$ cat config.mk
export PLATFORM = sky130hd
export DESIGN_NAME = mem_req_arbiter
export DESIGN_NICKNAME = d
export VERILOG_FILES = /design/src/rtl/mem_req_arbiter.sv
export SDC_FILE = /design/constraint.sdc
export NUM_CORES = 1
export LEC_CHECK = 0
export BUFFER_PORTS_ARGS = -buffer_cell sky130_fd_sc_hd__buf_4
export CAP_MARGIN = 20
export CORE_AREA = 2 2 287 289
export CTS_CLUSTER_DIAMETER = 120
export DETAILED_ROUTE_END_ITERATION = 12
export DIE_AREA = 0 0 289 291
export PLACE_DENSITY = 0.46
export SYNTH_ARGS = -nofsm -noshare
export SYNTH_HDL_FRONTEND = slang
export SYNTH_SLANG_ARGS = --single-unit
$ cat constraint.sdc
create_clock -name clk -period 17.7 [get_ports clk]
set_clock_uncertainty 0.15 [all_clocks]
set_input_delay 1.77 -clock clk [delete_from_list [all_inputs] [get_ports clk]]
set_output_delay 1.77 -clock clk [all_outputs]
set_load 0.05 [all_outputs]
$ cat src/rtl/mem_req_arbiter.sv
// mem_req_arbiter
// Arbitrates I-cache and D-cache line requests onto one shared memory port through a
// fully registered IDLE -> ISSUE -> RESP handshake. D-side wins by default; a starvation
// counter forces an I grant after STARVE_MAX consecutive D grants while I is waiting.
// Optional feature macro: MEM_ARB_TIMEOUT_EN. When defined, an access that sees no mem_ack
// within TIMEOUT_CYC cycles is abandoned: the owner gets its ready pulse with zeroed read
// data and arb_err pulses. When undefined, ISSUE waits indefinitely and arb_err stays 0.
module mem_req_arbiter #(
  parameter int unsigned ADDR_W      = 26,
  parameter int unsigned DATA_W      = 128,
  parameter int unsigned STARVE_MAX  = 4,
  parameter int unsigned TIMEOUT_CYC = 64
) (
  input  logic              clk,
  input  logic              reset,
  input  logic              i_req,
  input  logic [ADDR_W-1:0] i_addr,
  input  logic              d_req,
  input  logic              d_we,
  input  logic [ADDR_W-1:0] d_addr,
  input  logic [DATA_W-1:0] d_wdata,
  output logic              i_ready,
  output logic [DATA_W-1:0] i_rdata,
  output logic              d_ready,
  output logic [DATA_W-1:0] d_rdata,
  output logic              d_wack,
  output logic              mem_req,
  output logic              mem_we,
  output logic [ADDR_W-1:0] mem_addr,
  output logic [DATA_W-1:0] mem_wdata,
  input  logic              mem_ack,
  input  logic [DATA_W-1:0] mem_rdata,
  output logic              arb_err
);

  typedef enum logic [1:0] {StIdle, StIssue, StResp} state_e;

  localparam int unsigned StarveW = (STARVE_MAX > 0) ? $clog2(STARVE_MAX + 1) : 1;
  localparam logic [StarveW-1:0] StarveMax = StarveW'(STARVE_MAX);

  state_e              state_q, state_d;
  logic [StarveW-1:0]  starve_q, starve_d;
  logic                owner_d_q, owner_d_d;  // 1: D-side owns the current access
  logic                mem_req_q, mem_req_d;
  logic                mem_we_q, mem_we_d;
  logic [ADDR_W-1:0]   mem_addr_q, mem_addr_d;
  logic [DATA_W-1:0]   mem_wdata_q, mem_wdata_d;
  logic                i_ready_q, i_ready_d;
  logic                d_ready_q, d_ready_d;
  logic                d_wack_q, d_wack_d;
  logic [DATA_W-1:0]   i_rdata_q, i_rdata_d;
  logic [DATA_W-1:0]   d_rdata_q, d_rdata_d;
  logic                arb_err_q, arb_err_d;
  logic                grant_i;
  logic                timeout;

  // I wins only when D is absent or I has been passed over STARVE_MAX times.
  assign grant_i = i_req && (!d_req || (starve_q == StarveMax));

`ifdef MEM_ARB_TIMEOUT_EN
  localparam int unsigned TmoW = (TIMEOUT_CYC > 1) ? $clog2(TIMEOUT_CYC) : 1;
  localparam logic [TmoW-1:0] TmoLast = TmoW'(TIMEOUT_CYC - 1);

  logic [TmoW-1:0] tmo_q;

  assign timeout = (state_q == StIssue) && (tmo_q == TmoLast);

  // Count cycles spent in ISSUE; restarts from zero for every access.
  always_ff @(posedge clk or posedge reset) begin
    if (reset) begin
      tmo_q <= '0;
    end else if (state_q != StIssue) begin
      tmo_q <= '0;
    end else if (!mem_ack) begin
      tmo_q <= tmo_q + 1'b1;
    end
  end
`else
  assign timeout = 1'b0;
`endif

  // Next-state and registered-output logic for the arbitration FSM.
  always_comb begin
    state_d     = state_q;
    starve_d    = starve_q;
    owner_d_d   = owner_d_q;
    mem_req_d   = mem_req_q;
    mem_we_d    = mem_we_q;
    mem_addr_d  = mem_addr_q;
    mem_wdata_d = mem_wdata_q;
    i_rdata_d   = i_rdata_q;
    d_rdata_d   = d_rdata_q;
    i_ready_d   = 1'b0;
    d_ready_d   = 1'b0;
    d_wack_d    = 1'b0;
    arb_err_d   = 1'b0;

    unique case (state_q)
      StIdle: begin
        if (i_req || d_req) begin
          state_d     = StIssue;
          mem_req_d   = 1'b1;
          owner_d_d   = !grant_i;
          mem_we_d    = !grant_i && d_we;
          mem_addr_d  = grant_i ? i_addr : d_addr;
          mem_wdata_d = grant_i ? '0 : d_wdata;
          // Only D grants that leave I waiting count towards starvation.
          if (!grant_i && i_req) begin
            starve_d = (starve_q == StarveMax) ? starve_q : starve_q + 1'b1;
          end else begin
            starve_d = '0;
          end
        end
      end
      StIssue: begin
        if (mem_ack) begin
          state_d   = StResp;
          mem_req_d = 1'b0;
          if (owner_d_q) begin
            d_ready_d = 1'b1;
            d_wack_d  = mem_we_q;
            if (!mem_we_q) begin
              d_rdata_d = mem_rdata;
            end
          end else begin
            i_ready_d = 1'b1;
            i_rdata_d = mem_rdata;
          end
        end else if (timeout) begin
          state_d   = StResp;
          mem_req_d = 1'b0;
          arb_err_d = 1'b1;
          if (owner_d_q) begin
            d_ready_d = 1'b1;
            d_rdata_d = '0;
          end else begin
            i_ready_d = 1'b1;
            i_rdata_d = '0;
          end
        end
      end
      StResp: begin
        state_d = StIdle;
      end
      default: begin
        state_d = StIdle;
      end
    endcase
  end

  // State and output registers.
  always_ff @(posedge clk or posedge reset) begin
    if (reset) begin
      state_q     <= StIdle;
      starve_q    <= '0;
      owner_d_q   <= 1'b0;
      mem_req_q   <= 1'b0;
      mem_we_q    <= 1'b0;
      mem_addr_q  <= '0;
      mem_wdata_q <= '0;
      i_ready_q   <= 1'b0;
      d_ready_q   <= 1'b0;
      d_wack_q    <= 1'b0;
      i_rdata_q   <= '0;
      d_rdata_q   <= '0;
      arb_err_q   <= 1'b0;
    end else begin
      state_q     <= state_d;
      starve_q    <= starve_d;
      owner_d_q   <= owner_d_d;
      mem_req_q   <= mem_req_d;
      mem_we_q    <= mem_we_d;
      mem_addr_q  <= mem_addr_d;
      mem_wdata_q <= mem_wdata_d;
      i_ready_q   <= i_ready_d;
      d_ready_q   <= d_ready_d;
      d_wack_q    <= d_wack_d;
      i_rdata_q   <= i_rdata_d;
      d_rdata_q   <= d_rdata_d;
      arb_err_q   <= arb_err_d;
    end
  end

  assign i_ready   = i_ready_q;
  assign i_rdata   = i_rdata_q;
  assign d_ready   = d_ready_q;
  assign d_rdata   = d_rdata_q;
  assign d_wack    = d_wack_q;
  assign mem_req   = mem_req_q;
  assign mem_we    = mem_we_q;
  assign mem_addr  = mem_addr_q;
  assign mem_wdata = mem_wdata_q;
  assign arb_err   = arb_err_q;

endmodule

== After elaboration in Yosys (flattened, before gate mapping) ==
Cells that the tools add are included.

* Add/sub/neg operators: 1
* Equality and inequality tests: 5
* Multiplexer cells: 19
* Bitwise gates (word level): 2
* Reduce and logical (&&, ||, !) cells: 15

{| class="wikitable"
|+ Operators by type and width
! kind !! number
|-
| 128-bit two-way mux || 1
|-
| 26-bit two-way mux || 1
|-
| 1-bit two-way mux || 11
|-
| 3-bit AND reduction || 3
|-
| 3-bit two-way mux || 2
|-
| 2-bit != test (second input constant) || 3
|-
| 2-bit two-way mux || 2
|-
| 2-bit one-hot mux with 2 select lines || 1
|-
| 2-bit AND reduction || 2
|-
| 4-bit AND reduction || 1
|-
| 3-bit by 1-bit adder with 3-bit output (second input constant) || 1
|-
| 3-bit equality test (second input constant) || 1
|-
| 1-bit logical AND || 3
|-
| 2-bit by 1-bit equality test with 1-bit output (second input constant) || 1
|-
| 1-bit zero test || 2
|-
| 2-bit zero test || 1
|-
| 1-bit logical OR || 2
|-
| 1-bit NOT || 2
|-
| 1-bit one-hot mux with 2 select lines || 1
|-
| 2-bit nonzero test || 1
|}

* Register bits after elaboration: 421
* Bits of input ports: 314
* Logic and storage cells: 54

== Logic depth before layout (Yosys ltp) ==
* Word-level depth: 7
* Mapped depth: 8
* Gate-level depth less buffers: 5

== Least setup slack after synthesis ==
Ideal clock, no wire load.

* Kind: input-to-reg
* Start: input port mem_ack
* End: register d_rdata_q[102], in the netlist d_rdata[102]
* Setup time: 127 ps
* Arrival time: 2758 ps
* Data required time: 17423 ps
* Slack: 14665 ps
* Cell stages on the path: 5
* Cell sequence: nand3b_4 -> nor3b_4 -> buf_12 -> buf_12 -> mux2_1

* Word-level cells in the longest chain between the ends: 1

{| class="wikitable"
|+ RTL lines
! item !! line !! source
|-
| from (decl) || 31 || <nowiki>input logic mem_ack,</nowiki>
|-
| 4-bit AND reduction (no line) || n/a ||
|-
| to (signal assigned) || 179 || <nowiki>d_rdata_q <= d_rdata_d;</nowiki>
|-
| to (decl) || 52 || <nowiki>logic [DATA_W-1:0] d_rdata_q, d_rdata_d;</nowiki>
|}

Every way passes these cells.
A chain may end at the register's enable or synchronous reset.

==> metrics.csv <==
stage,metric,value,unit
cells_and_area,n_antenna_cell,0,
worst_setup_path,crit_type,input port to asynchronous set/reset pin,
floorplanning,floorplan.die.height,291,um
timing,finalCriticalPeriod,4.51,ns
place,port_buffers,728,
yosys,yosys.area.top_type,dfrtp_1,
cells_and_area,area_growth,49.1,%
drt,wl_per_cell,18.6,um
floorplanning,die_span_in_x,289,um
yosys,ys.warnings.count,0,
clock_tree,clkLatencyLatePin,0.56,ns
drt,num_vias,11700,
yosys,post_synth.cell_area_avg,15.7,um^2
timing,max-slew-margin-rel,26.3,%
timing,setup_total_negative_slack,0,ns
worst_setup_path,crit_path_max_fanout,92,
clock_tree,holdBufCountCts,0,
floorplanning,core_area,81200,um^2
flow_run,max_cap_violations,0,
yosys,synthXorXnorAreaFrac,0,%
cells_and_area,most-common-layout-cells,"buf_4, dfrtp_1, mux2_2, a22o_1, mux2_4",
clock_tree,postCtsResizedCells,0,
run_status,outcome,"finished, final reports clean",
drt,drt_first_pass_iters,4,
worst_setup_path,crit_path_end_kind,asynchronous set/reset pin,
global_routing,wire_length_of_the_first_global_routing_pass,79500,um
timing,maxSlewViolCount,0,
clock_tree,clk_pin_slew,0.06,ns
floorplanning,ports,730,
timing,final_hold_viols,0,
yosys,synth.mux.area_fraction,19.5,%
global_routing,grt_antenna_before_repair,0,
global_routing,groute.usage.overall,12.1,%
yosys,synth.area.top_cells,"dfrtp_1, mux2_2, mux2_4",
clock_tree,clock_sink_count,421,
yosys,synth.yosys.seq_area_share,63.7,%
place,gp_congestion,0.800,
floorplanning,placementRows,105,
clock_tree,cts-buffers-inserted,49,
cells_and_area,layout.cells.most_common,buf_4,
yosys,syn-cell-area,16500,um^2
min_path,min_delay_path_depth,1,
worst_setup_path,critPathRequiredTime,18.13,ns
yosys,compound_gate_portion_of_the_synthesized_area,11.1,%
clock_tree,cts_tree,built,
yosys,yosys.area_share.simple,1.40,%
worst_setup_path,startpoint_type,input port,
yosys,synth_top_cell_area_share,63.7,%
global_routing,grt_overflow,0,
floorplanning,initial_standard_cell_utilization_of_the_core,20.4,%
timing,rsz_0062_raised_after_global_routing,no,
drt,detail_route.wirelength,53600,um
cells_and_area,share_of_post_route_cells_with_drive_strength_above_1,58.7,%
clock_tree,htreeDepth,2,
min_path,worstHoldPathType,flip-flop to flip-flop,
drt,final_routed_drc_violation_total,0,
global_routing,maximum_number_of_pins_on_one_net_before_global_route_repair,113,
drt,ant_nets,0,
yosys,yosys.area_share.adder,0.151,%
drt,vias_per_std_cell,4.06,
yosys,postSynthNetCount,1372,
worst_setup_path,rr_worst_depth,5,
yosys,synth_seq_cells,421,
place,dp_hpwl,39100,um
timing,worst-slew-pin-transition,1.11,ns
timing,clock.fmax,222,MHz
yosys,syn_inst,1056,
timing,setup-violations-final,0,
global_routing,first_global_vias,12600,
yosys,dominant_combinational_cell_family_by_area_after_synthesis,multiplexers,
clock_tree,postCtsSetupBuffers,0,
clock_tree,cts-root-to-sink-buffers,3,
clock_tree,cts.root.buffer_cell,clkbuf_16,
drt,first_iter_violations,457,
floorplanning,area_of_the_die,84100,um^2
cells_and_area,total_nets_final,2086,
cells_and_area,finalCoreUtilization,30.3,%
timing,final.period_utilization,25.5,%
yosys,netlist-cell-type-count,33,
worst_setup_path,worst-endpoint-arrival,4.94,ns
## per-stage QoR
step	hold WS (ns)	setup slack, ns	area [um^2]	std cells
after global routing	0.355	12.66	24600	2879
after global placement	0.323	12.46	22800	2786
after floorplan	0.329	4.06	16500	1056
after detailed placement	0.326	12.39	22900	2787
final	0.335	13.19	24600	2879
after CTS	0.339	13.02	24600	2877
## sequential cells by signal, indices dropped and copies added (netlist names)
signal	cells
mem_wdata	128
state_q	2
mem_we	1
starve_q	3
owner_d_q	1
i_ready	1
i_rdata	128
d_rdata	128
d_ready	1
mem_req	1
d_wack	1
mem_addr	26
## layer usage
| metal | share of wire [%] | global-route usage, % | vias to the layer above |
|---|---|---|---|
| met5 | 0 | 0 | - |
| met3 | 9.0 | 4.04 | 87 |
| li1 | - | - | 5268 |
| met4 | 2.9 | 3.86 | 0 |
| met2 | 50 | 21.3 | 475 |
| met1 | 38 | 13.8 | 5846 |
## synthesized netlist by cell type (all sizes together)
cell type    n
nor3b        1
clkbuf      18
and2         1
o211a       26
ha           2
a21oi       52
nand3b       1
or2          2
a311oi       1
nand2       29
nor2b        1
and3         2
inv          7
a22o       129
nand3        3
nand4        1
dfrtp      421
a21boi       1
nor2         3
mux2       256
nand2b       1
o21ai       32
a21o         1
conb         1
buf         64
## kinds of logic (layout without fill, tap and decap cells)
kind of cell / Yosys count / in the layout
mux: 256 / 256
other cells: 1 / 1
compound gates: 242 / 242
buf+inv: 89 / 842
fa+ha+maj: 2 / 2
simple gates: 45 / 45
flops: 421 / 421
## worst paths after layout
path | from | slack [ns] | endpoint
setup / recovery | reset | 13.19 | d_rdata[81]
hold / removal | i_rdata[7] | 0.34 | i_rdata[7]
setup reg to reg | state_q[0] | 14.57 | mem_wdata[57]
hold reg to reg | i_rdata[7] | 0.34 | i_rdata[7]
max in group clk | mem_ack | 14.05 | d_rdata[69]
min in group asynchronous | reset | 1.15 | i_rdata[3]
## worst max-delay path: stages
cell and delay [ns]:
buf_4 0.13, inv_8 0.44, buf_4 0.78, buf_4 0.82
buf_4 0.78
## layout make-up
class                   count  area [um^2]
flip-flops and latches    421        10500
clock inverters            19          270
inverters                   7         33.8
well taps                1070         1340
clock buffers              71         1460
repair buffers            745         5650
fillers                  8323        56600
multi-input cells         546         5350
Power is left out: the tool's default activity adds up to more than one toggle a clock period on the data nets, which glitch-free logic cannot reach.
